### src/rtl/gcm_disp_pkg.sv
// Shared types and the page-to-word selection used by the GCM result pager.
package gcm_disp_pkg;

    localparam int unsigned NUM_PAGES = 16;
    localparam int unsigned CT_PAGES  = 8;
    localparam int unsigned WORD_W    = 16;

    typedef logic [3:0] page_t;

    typedef enum logic [0:0] {
        EMPTY = 1'b0,
        SHOW  = 1'b1
    } pager_state_t;

    // Bit 0 of each captured vector lands on the MSB of the returned word.
    function automatic logic [WORD_W-1:0] page_word(
        input logic [0:127] ct,
        input logic [0:127] tag,
        input page_t        p
    );
        logic [6:0] base;
        base = {p[2:0], 4'b0000};
        if (p >= page_t'(CT_PAGES)) begin
            page_word = tag[base +: WORD_W];
        end else begin
            page_word = ct[base +: WORD_W];
        end
    endfunction

endpackage

### src/rtl/btn_debounce.sv
// Push-button conditioner: 2-FF synchroniser, stability counter, accepted level
// and a single-cycle pulse on each accepted press.
module btn_debounce #(
    parameter int unsigned DEBOUNCE_CYCLES = 1_000_000
) (
    input  logic clk,
    input  logic rst_n,
    input  logic btn,
    output logic pulse
);

    localparam int unsigned CNT_W = (DEBOUNCE_CYCLES > 1) ? $clog2(DEBOUNCE_CYCLES) : 1;
    localparam logic [CNT_W-1:0] CNT_LAST = CNT_W'(DEBOUNCE_CYCLES - 1);

    logic             sync1_q;
    logic             sync2_q;
    logic             level_q;
    logic [CNT_W-1:0] cnt_q;

    // A new level is accepted only after it differs from the old one for DEBOUNCE_CYCLES clocks.
    always_ff @(posedge clk or negedge rst_n) begin
        if (!rst_n) begin
            sync1_q <= 1'b0;
            sync2_q <= 1'b0;
            level_q <= 1'b0;
            cnt_q   <= '0;
            pulse   <= 1'b0;
        end else begin
            sync1_q <= btn;
            sync2_q <= sync1_q;
            pulse   <= 1'b0;
            if (sync2_q == level_q) begin
                cnt_q <= '0;
            end else if (cnt_q == CNT_LAST) begin
                level_q <= sync2_q;
                pulse   <= sync2_q;
                cnt_q   <= '0;
            end else begin
                cnt_q <= cnt_q + CNT_W'(1);
            end
        end
    end

endmodule

### src/rtl/gcm_result_pager.sv
// Captures the GCM ciphertext/tag on result-valid and pages the 256 bits to a
// 16-bit display, stepped by debounced buttons or an auto-advance timer.
module gcm_result_pager
    import gcm_disp_pkg::*;
#(
    parameter int unsigned DEBOUNCE_CYCLES = 1_000_000,
    parameter int unsigned AUTO_PERIOD     = 50_000_000
) (
    input  logic         clk,
    input  logic         i_reset_n,
    input  logic [0:127] i_cipher_text,
    input  logic [0:127] i_tag,
    input  logic         i_tag_ready,
    input  logic         i_btn_next,
    input  logic         i_btn_prev,
    input  logic         i_auto_en,
    output logic [15:0]  o_disp_data,
    output logic [3:0]   o_page,
    output logic         o_refresh,
    output logic         o_valid
);

    localparam int unsigned TIMER_W = (AUTO_PERIOD > 1) ? $clog2(AUTO_PERIOD) : 1;
    localparam logic [TIMER_W-1:0] TIMER_LAST = TIMER_W'(AUTO_PERIOD - 1);

    pager_state_t        state_q, state_d;
    logic [0:127]        ct_q, ct_d;
    logic [0:127]        tag_q, tag_d;
    page_t               page_d;
    logic [TIMER_W-1:0]  timer_q, timer_d;
    logic [WORD_W-1:0]   disp_d;
    logic                refresh_d;
    logic                valid_d;
    logic                tag_ready_q;
    logic                auto_sync_q, auto_q;
    logic                next_pulse, prev_pulse;
    logic                tag_rise;

    btn_debounce #(.DEBOUNCE_CYCLES(DEBOUNCE_CYCLES)) u_db_next (
        .clk   (clk),
        .rst_n (i_reset_n),
        .btn   (i_btn_next),
        .pulse (next_pulse)
    );

    btn_debounce #(.DEBOUNCE_CYCLES(DEBOUNCE_CYCLES)) u_db_prev (
        .clk   (clk),
        .rst_n (i_reset_n),
        .btn   (i_btn_prev),
        .pulse (prev_pulse)
    );

    // Reset value 0 lets a result already valid at reset release count as an edge.
    assign tag_rise = i_tag_ready & ~tag_ready_q;

    // Priority: capture, then a single accepted button, then the auto timer.
    always_comb begin
        state_d   = state_q;
        ct_d      = ct_q;
        tag_d     = tag_q;
        page_d    = o_page;
        timer_d   = timer_q;
        valid_d   = o_valid;
        refresh_d = 1'b0;
        if (tag_rise) begin
            state_d   = SHOW;
            ct_d      = i_cipher_text;
            tag_d     = i_tag;
            page_d    = '0;
            timer_d   = '0;
            valid_d   = 1'b1;
            refresh_d = 1'b1;
        end else if (state_q == SHOW) begin
            if (next_pulse ^ prev_pulse) begin
                page_d    = next_pulse ? o_page + page_t'(1) : o_page - page_t'(1);
                timer_d   = '0;
                refresh_d = 1'b1;
            end else if (!auto_q) begin
                timer_d = '0;
            end else if (timer_q == TIMER_LAST) begin
                page_d    = o_page + page_t'(1);
                timer_d   = '0;
                refresh_d = 1'b1;
            end else begin
                timer_d = timer_q + TIMER_W'(1);
            end
        end
        disp_d = page_word(ct_d, tag_d, page_d);
    end

    always_ff @(posedge clk or negedge i_reset_n) begin
        if (!i_reset_n) begin
            state_q     <= EMPTY;
            ct_q        <= '0;
            tag_q       <= '0;
            timer_q     <= '0;
            tag_ready_q <= 1'b0;
            auto_sync_q <= 1'b0;
            auto_q      <= 1'b0;
            o_disp_data <= '0;
            o_page      <= '0;
            o_refresh   <= 1'b0;
            o_valid     <= 1'b0;
        end else begin
            state_q     <= state_d;
            ct_q        <= ct_d;
            tag_q       <= tag_d;
            timer_q     <= timer_d;
            tag_ready_q <= i_tag_ready;
            auto_sync_q <= i_auto_en;
            auto_q      <= auto_sync_q;
            o_disp_data <= disp_d;
            o_page      <= page_d;
            o_refresh   <= refresh_d;
            o_valid     <= valid_d;
        end
    end

endmodule

### config.mk
export PLATFORM = sky130hd
export DESIGN_NAME = gcm_result_pager
export DESIGN_NICKNAME = d
export VERILOG_FILES = /design/src/rtl/gcm_disp_pkg.sv /design/src/rtl/btn_debounce.sv /design/src/rtl/gcm_result_pager.sv
export SDC_FILE = /design/constraint.sdc
export NUM_CORES = 1
export LEC_CHECK = 0
export BUFFER_PORTS_ARGS = -buffer_cell sky130_fd_sc_hd__buf_2
export CORE_MARGIN = 3
export CORE_UTILIZATION = 29
export DETAILED_ROUTE_END_ITERATION = 10
export HOLD_SLACK_MARGIN = 0.15
export PLACE_DENSITY_LB_ADDON = 0.25
export SETUP_SLACK_MARGIN = 0.2
export SYNTH_ARGS = -nofsm -noshare
export SYNTH_HDL_FRONTEND = slang
export SYNTH_SLANG_ARGS = --single-unit
### constraint.sdc
create_clock -name clk -period 4.1 [get_ports clk]
set_clock_uncertainty 0.15 [all_clocks]
set_input_delay 0.82 -clock clk [delete_from_list [all_inputs] [get_ports clk]]
set_output_delay 0.82 -clock clk [all_outputs]
set_load 0.05 [all_outputs]
Word level (Yosys, flattened, before mapping)

Cells that the tools add are included.

Equal/unequal tests: 5
Shifts and indexed selects: 2
Bitwise operators: 6
$lt $le $gt $ge: 1
Add/subtract/negate cells: 5
Reduce and logical (&&, ||, !) cells: 3
Multiplexer cells: 27

Operators with widths:

| cell                    | number |
|---|---|
| $shiftx A128 B8 Y129    | 2 |
| $mux W128               | 2 |
| $mux W26                | 5 |
| $mux W20                | 4 |
| $add A20 B1 Y20 const B | 2 |
| $eq A20 B20 Y1 const B  | 2 |
| $add A26 B1 Y26 const B | 1 |
| $eq A26 B26 Y1 const B  | 1 |
| $mux W4                 | 6 |
| $mux W16                | 1 |
| $mux W1                 | 9 |
| $not A7 Y8              | 1 |
| $add A4 B1 Y4 const B   | 1 |
| $ge A4 B4 Y1 const B    | 1 |
| $reduce_and A2 Y1       | 2 |
| $sub A4 B1 Y4 const B   | 1 |
| $not A1 Y1              | 3 |
| $eq A1 B1 Y1            | 2 |
| $reduce_bool A2 Y1      | 1 |
| $and A1 B1 Y1           | 1 |
| $xor A1 B1 Y1           | 1 |

Output and inout port bits: 22
Logic and storage cells: 69
Bits in registers: 355
Input bits: 262

Longest topological paths before layout

Depth in word-level cells: 9
Gate-level depth with buffers: 15
Gate-level depth less buffers: 11

Hierarchy

Synthesis repeated with hierarchy kept, for this count alone.

Cells, all modules: 1847
Area total of the unflattened synthesis: 16623.4 um^2

Modules (own cells, without submodules):

| module                   | cells each | times used | area an instance (um^2) | sequential area each (um^2) |
|---|---|---|---|---|
| gcm_result_pager         | 1621       | 1          | 14350.0                 | 7682.4 |
| btn_debounce (u_db_prev) | 110        | 1          | 1137.3                  | 600.6 |
| btn_debounce (u_db_next) | 116        | 1          | 1136.1                  | 600.6 |

Worst setup path before layout

Ideal clock, no wire load.

Path type: register -> register
Start point: register o_page[1]
End point: register o_disp_data[2]
Period minus slack after synthesis: 3471 ps
Path slack: 629 ps
Library setup time: 123 ps
Data required time: 3827 ps
Buffers on the path: 1
Stages on the path, launching flop included: 12
Arrival time: 3199 ps
Cell sequence: dfrtp_1 -> clkbuf_1 -> inv_1 -> ha_1 -> xnor2_1 -> a22o_1 -> or4b_2 -> o211a_1 -> inv_2 -> mux4_2 -> o32a_1 -> o221a_2

Word-level cells in the longest chain between the ends: 9
Elaborated cells between the ends (all ways): 13
Those cells by class: add/sub: 2; order compare: 1; shift: 2; mux: 7; bitwise: 1

Ends and longest elaborated chain:

| item                                    | RTL line                                       | RTL |
|---|---|---|
| start, declared                         | gcm_result_pager.sv:18                         | `output logic [3:0] o_page,` |
| start signal, assigned                  | gcm_result_pager.sv:113                        | `o_page <= page_d;` |
| $add A4 B1 Y4                           | gcm_result_pager.sv:75, gcm_result_pager.sv:81 |  |
| $mux W4                                 | gcm_result_pager.sv:80                         | `end else if (timer_q == TIMER_LAST) begin` |
| $mux W4                                 | gcm_result_pager.sv:78                         | `end else if (!auto_q) begin` |
| $mux W4                                 | gcm_result_pager.sv:74                         | `if (next_pulse ^ prev_pulse) begin` |
| $mux W4 *                               | gcm_result_pager.sv:73                         | `end else if (state_q == SHOW) begin` |
| $mux W4 *                               | gcm_result_pager.sv:65                         | `if (tag_rise) begin` |
| $not A7 Y8 (implied by the code)        | gcm_disp_pkg.sv:24, gcm_disp_pkg.sv:26         |  |
| $shiftx A128 B8 Y129 (on tied branches) | gcm_disp_pkg.sv:26, gcm_disp_pkg.sv:24         |  |
| $mux W16 *                              | gcm_disp_pkg.sv:23                             | `if (p >= page_t'(CT_PAGES)) begin` |
| named net disp_d[2]                     | gcm_result_pager.sv:31                         | `logic [WORD_W-1:0] disp_d;` |
| end signal, assigned                    | gcm_result_pager.sv:112                        | `o_disp_data <= disp_d;` |
| end, declared                           | gcm_result_pager.sv:17                         | `output logic [15:0] o_disp_data,` |

The timed path passes the listed nets; every way through them passes the cells marked *.
A chain may end at the register's enable or synchronous reset.

Worst setup path after layout

Same ends and word-level chain as after synthesis.

==> flow_summary.toml <==
[run_status]
status = "finished clean"

[timing]
setup_tns_ns = 0
worst_pin_slew_ns = 1.06
rsz0062_at_grt = "no"
fin_crit_sh_pct = 88.7
setup_violations = 0
hold-worst-slack_ns = 0.191
hold_viol_final = 0
drv_slew = 0
post-route-min-period_ns = 3.64
max_slew_margin_pct = 29.2
fmax_mhz = 275

[synthesis]
synthFlopType = "dfrtp_1"
yosys-top-cells-area = "dfrtp_1 (53%), nand2_1 (18%), nor3_1 (2.6%), mux2i_1 (2.5%), a21oi_1 (2.1%)"
postSynthCellCount = 1916
yosysWarnings = 0
ys_seq_area_share_pct = 52.9
synth_fp_nets = 2183
synth-edff-count = 0
synth.distinct_cells = 61
async_reset_ff_share_pct = 100
synth_area_um2 = 16800
ys_ff_latch = 355
synth_top_area_share_pct = 52.9
syn_area_per_cell_um2 = 8.76
yosys.area.top_type = "dfrtp_1"

[clock_network]
clock_tree.buffer_depth = 3
h-tree-depth = 2
clk_pin_slew_worst_paths_ns = 0.06
insertion_delay_ns = 0.59
cts.sink_count = 355
cts_tree = "built"
post_cts_buffers = 0
cts_made_buffers = 43
root_buffer = "clkbuf_16"

[grt]
grt_pass1_vias = 14500
grtUsageMet1_pct = 25.3
grt_max_degree = 171
gr-usage-all-layers_pct = 18.4
antenna_found_initial = 15
busiest_layer = "met2"
grt_pass1_wl_um = 86500
use_met2_pct = 29.0
overflow = 0
met3_usage_pct = 3.96

[detailed_routing]
firstDrtPassIters = 5
drtIter0Drc = 1062
ant_nets = 0
avgViaCountPerCell = 4.85
drc_errors = 0
wire_per_inst_um = 19.3
vias = 14300
routed_wl_um = 57100

[setup_path]
path_max_fanout = 43
end_kind = "flip-flop"
crit_type = "flip-flop to flip-flop"
start_kind = "flip-flop"
arrival_ns = 3.96
cp.required_ns = 4.43

[floorplan]
num_rows = 87
die_h_um = 247
fp.dieArea_um2 = 60800
core_um2 = 56800
fp.dieW_um = 247
initial_utilization_pct = 29.5
io-pin-count = 284

[power]
p_sw_w = 0.00245
ir_worst_vdd_mv = 0.269
power.internal_w = 0.00646
power_frac_seq_pct = 44.5
pwr-share-clk_pct = 43.3
pwr-share-comb_pct = 12.2
swShare_pct = 27.5
p_per_area_nw_per_um2 = 434
power_leakage_nw = 10.2

[run]
cap_violations = 0

[layout]
nNetsFinal = 2430
final_common_cell = "nand2_1"
mostFrequentLayoutCells = "nand2_1 (808), dfrtp_1 (355), buf_2 (282)"
fillCellCount = 5926
area_delta_synth_final_pct = 22.4
drive_gt1_share_pct = 21.2

[placement]
gp_congestion = 0.881
dp_hpwl_um = 40500
numPortBuffers = 283

[worst_hold_path]
hp-class = "flip-flop to flip-flop"
==> flip-flops by register name, summed over array words and instances, names as in the netlist, 4 cells and up <==
register,cells
ct_q,128
o_disp_data,16
o_page,4
tag_q,128
timer_q,26
u_db_next.cnt_q,20
u_db_prev.cnt_q,20
==> critical path: stages (launching register included) <==
cell and delay (ns):
dfrtp_1 0.51, inv_1 0.11, ha_1 0.20, xnor2_1 0.13, a22o_1 0.21, or4b_2 0.63
o211a_1 0.20, inv_2 0.09, buf_4 0.43, mux4_2 0.57, o32a_1 0.18, o221a_2 0.12
==> area by class of cell <==
type / instances / area [µm²] / share of cell area, %
Inverter: 9 / 35.0 / 0.171
Sequential cell: 355 / 8880 / 43.3
Timing Repair Buffer: 319 / 1810 / 8.82
Multi-Input combinational cell: 1435 / 7400 / 36.1
Clock buffer: 62 / 1240 / 6.03
Clock inverter: 15 / 196 / 0.957
Tap cell: 756 / 946 / 4.61
Antenna cell: 7 / 17.5 / 0.0853
==> metrics by stage <==
stage | setup slack [ns] | utilization [%] | power, W | instance area (µm²) | std cells
finish | 0.464 | 36.1 | 0.00892 | 20500 | 2958
floorplan | 0.629 | - | 0.00462 | 16800 | 1916
global placement | 0.444 | 33.6 | 0.00510 | 19100 | 2873
CTS | 0.492 | 36.1 | 0.00903 | 20500 | 2951
global route | 0.284 | 36.1 | 0.00932 | 20500 | 2955
detailed placement | 0.419 | 33.6 | 0.00512 | 19100 | 2873
==> power groups by stage <==
stage	Clock, W	Combinational (W)	Sequential [W]
final	0.00387	0.00109	0.00396
after global routing	0.00410	0.00123	0.00399
after CTS	0.00396	0.00110	0.00397
after detailed placement	0	0.00110	0.00403
after global placement	0	0.00108	0.00402
after floorplan	0	0.000555	0.00406
==> repair_timing <==
action / 4_1_cts / 5_1_grt
gates resized for setup: 0 / 0
endpoints found under the hold margin: 71 / 0
hold buffers: 1 / 0
==> Yosys cell counts, types with 7 or more instances <==
cell	n
a211oi_1	27
a21oi_1	69
and3_1	26
buf_1	14
buf_2	9
clkbuf_1	87
dfrtp_1	355
inv_1	7
mux2_2	29
mux2i_1	42
nand2_1	809
nand2b_1	7
nand3_1	30
nand4_1	10
nor2_1	60
nor3_1	87
nor4_1	18
o2111a_1	10
o211ai_1	10
o21ai_0	41
o21ba_2	20
o31ai_1	8
or3_1	19
xnor2_1	16
xor2_1	24
==> worst paths after layout <==
path / slack (ns) / to / depth (start not counted) / startpoint
worst min-delay path: 0.19 / u_db_next.sync2_q / 0 / u_db_next.sync1_q
worst max-delay path: 0.46 / o_disp_data[2] / 11 / o_page[1]
worst min register to register: 0.19 / u_db_next.sync2_q / 0 / u_db_next.sync1_q
min in group asynchronous: 0.69 / u_db_next.cnt_q[17] / 2 / i_reset_n
worst max register to register: 0.46 / o_disp_data[2] / 11 / o_page[1]
max in group asynchronous: 2.05 / o_disp_data[1] / 3 / i_reset_n
==> layer usage <==
metal | up-vias | part of all wire [%]
met3 | 81 | 6.3
met5 | - | 0.18
li1 | 6905 | -
met2 | 362 | 46
met4 | 16 | 2.4
met1 | 6981 | 45
==> kinds of logic (layout without fill, tap and decap cells) <==
group / count (synthesis) / after routing / share of synthesized area [%]
AO/OA/AOI/OAI: 213 / 213 / 8.74
XOR/XNOR: 40 / 40 / 2.09
adder cells (fa/ha/maj): 5 / 5 / 0.373
buffers and inverters: 126 / 405 / 3.18
flip-flops: 355 / 355 / 52.9
multiplexers: 77 / 77 / 5.03
other: 0 / 7 / 0
AND/OR/NAND/NOR: 1100 / 1100 / 27.7
Power figures use the tool's default switching activity.
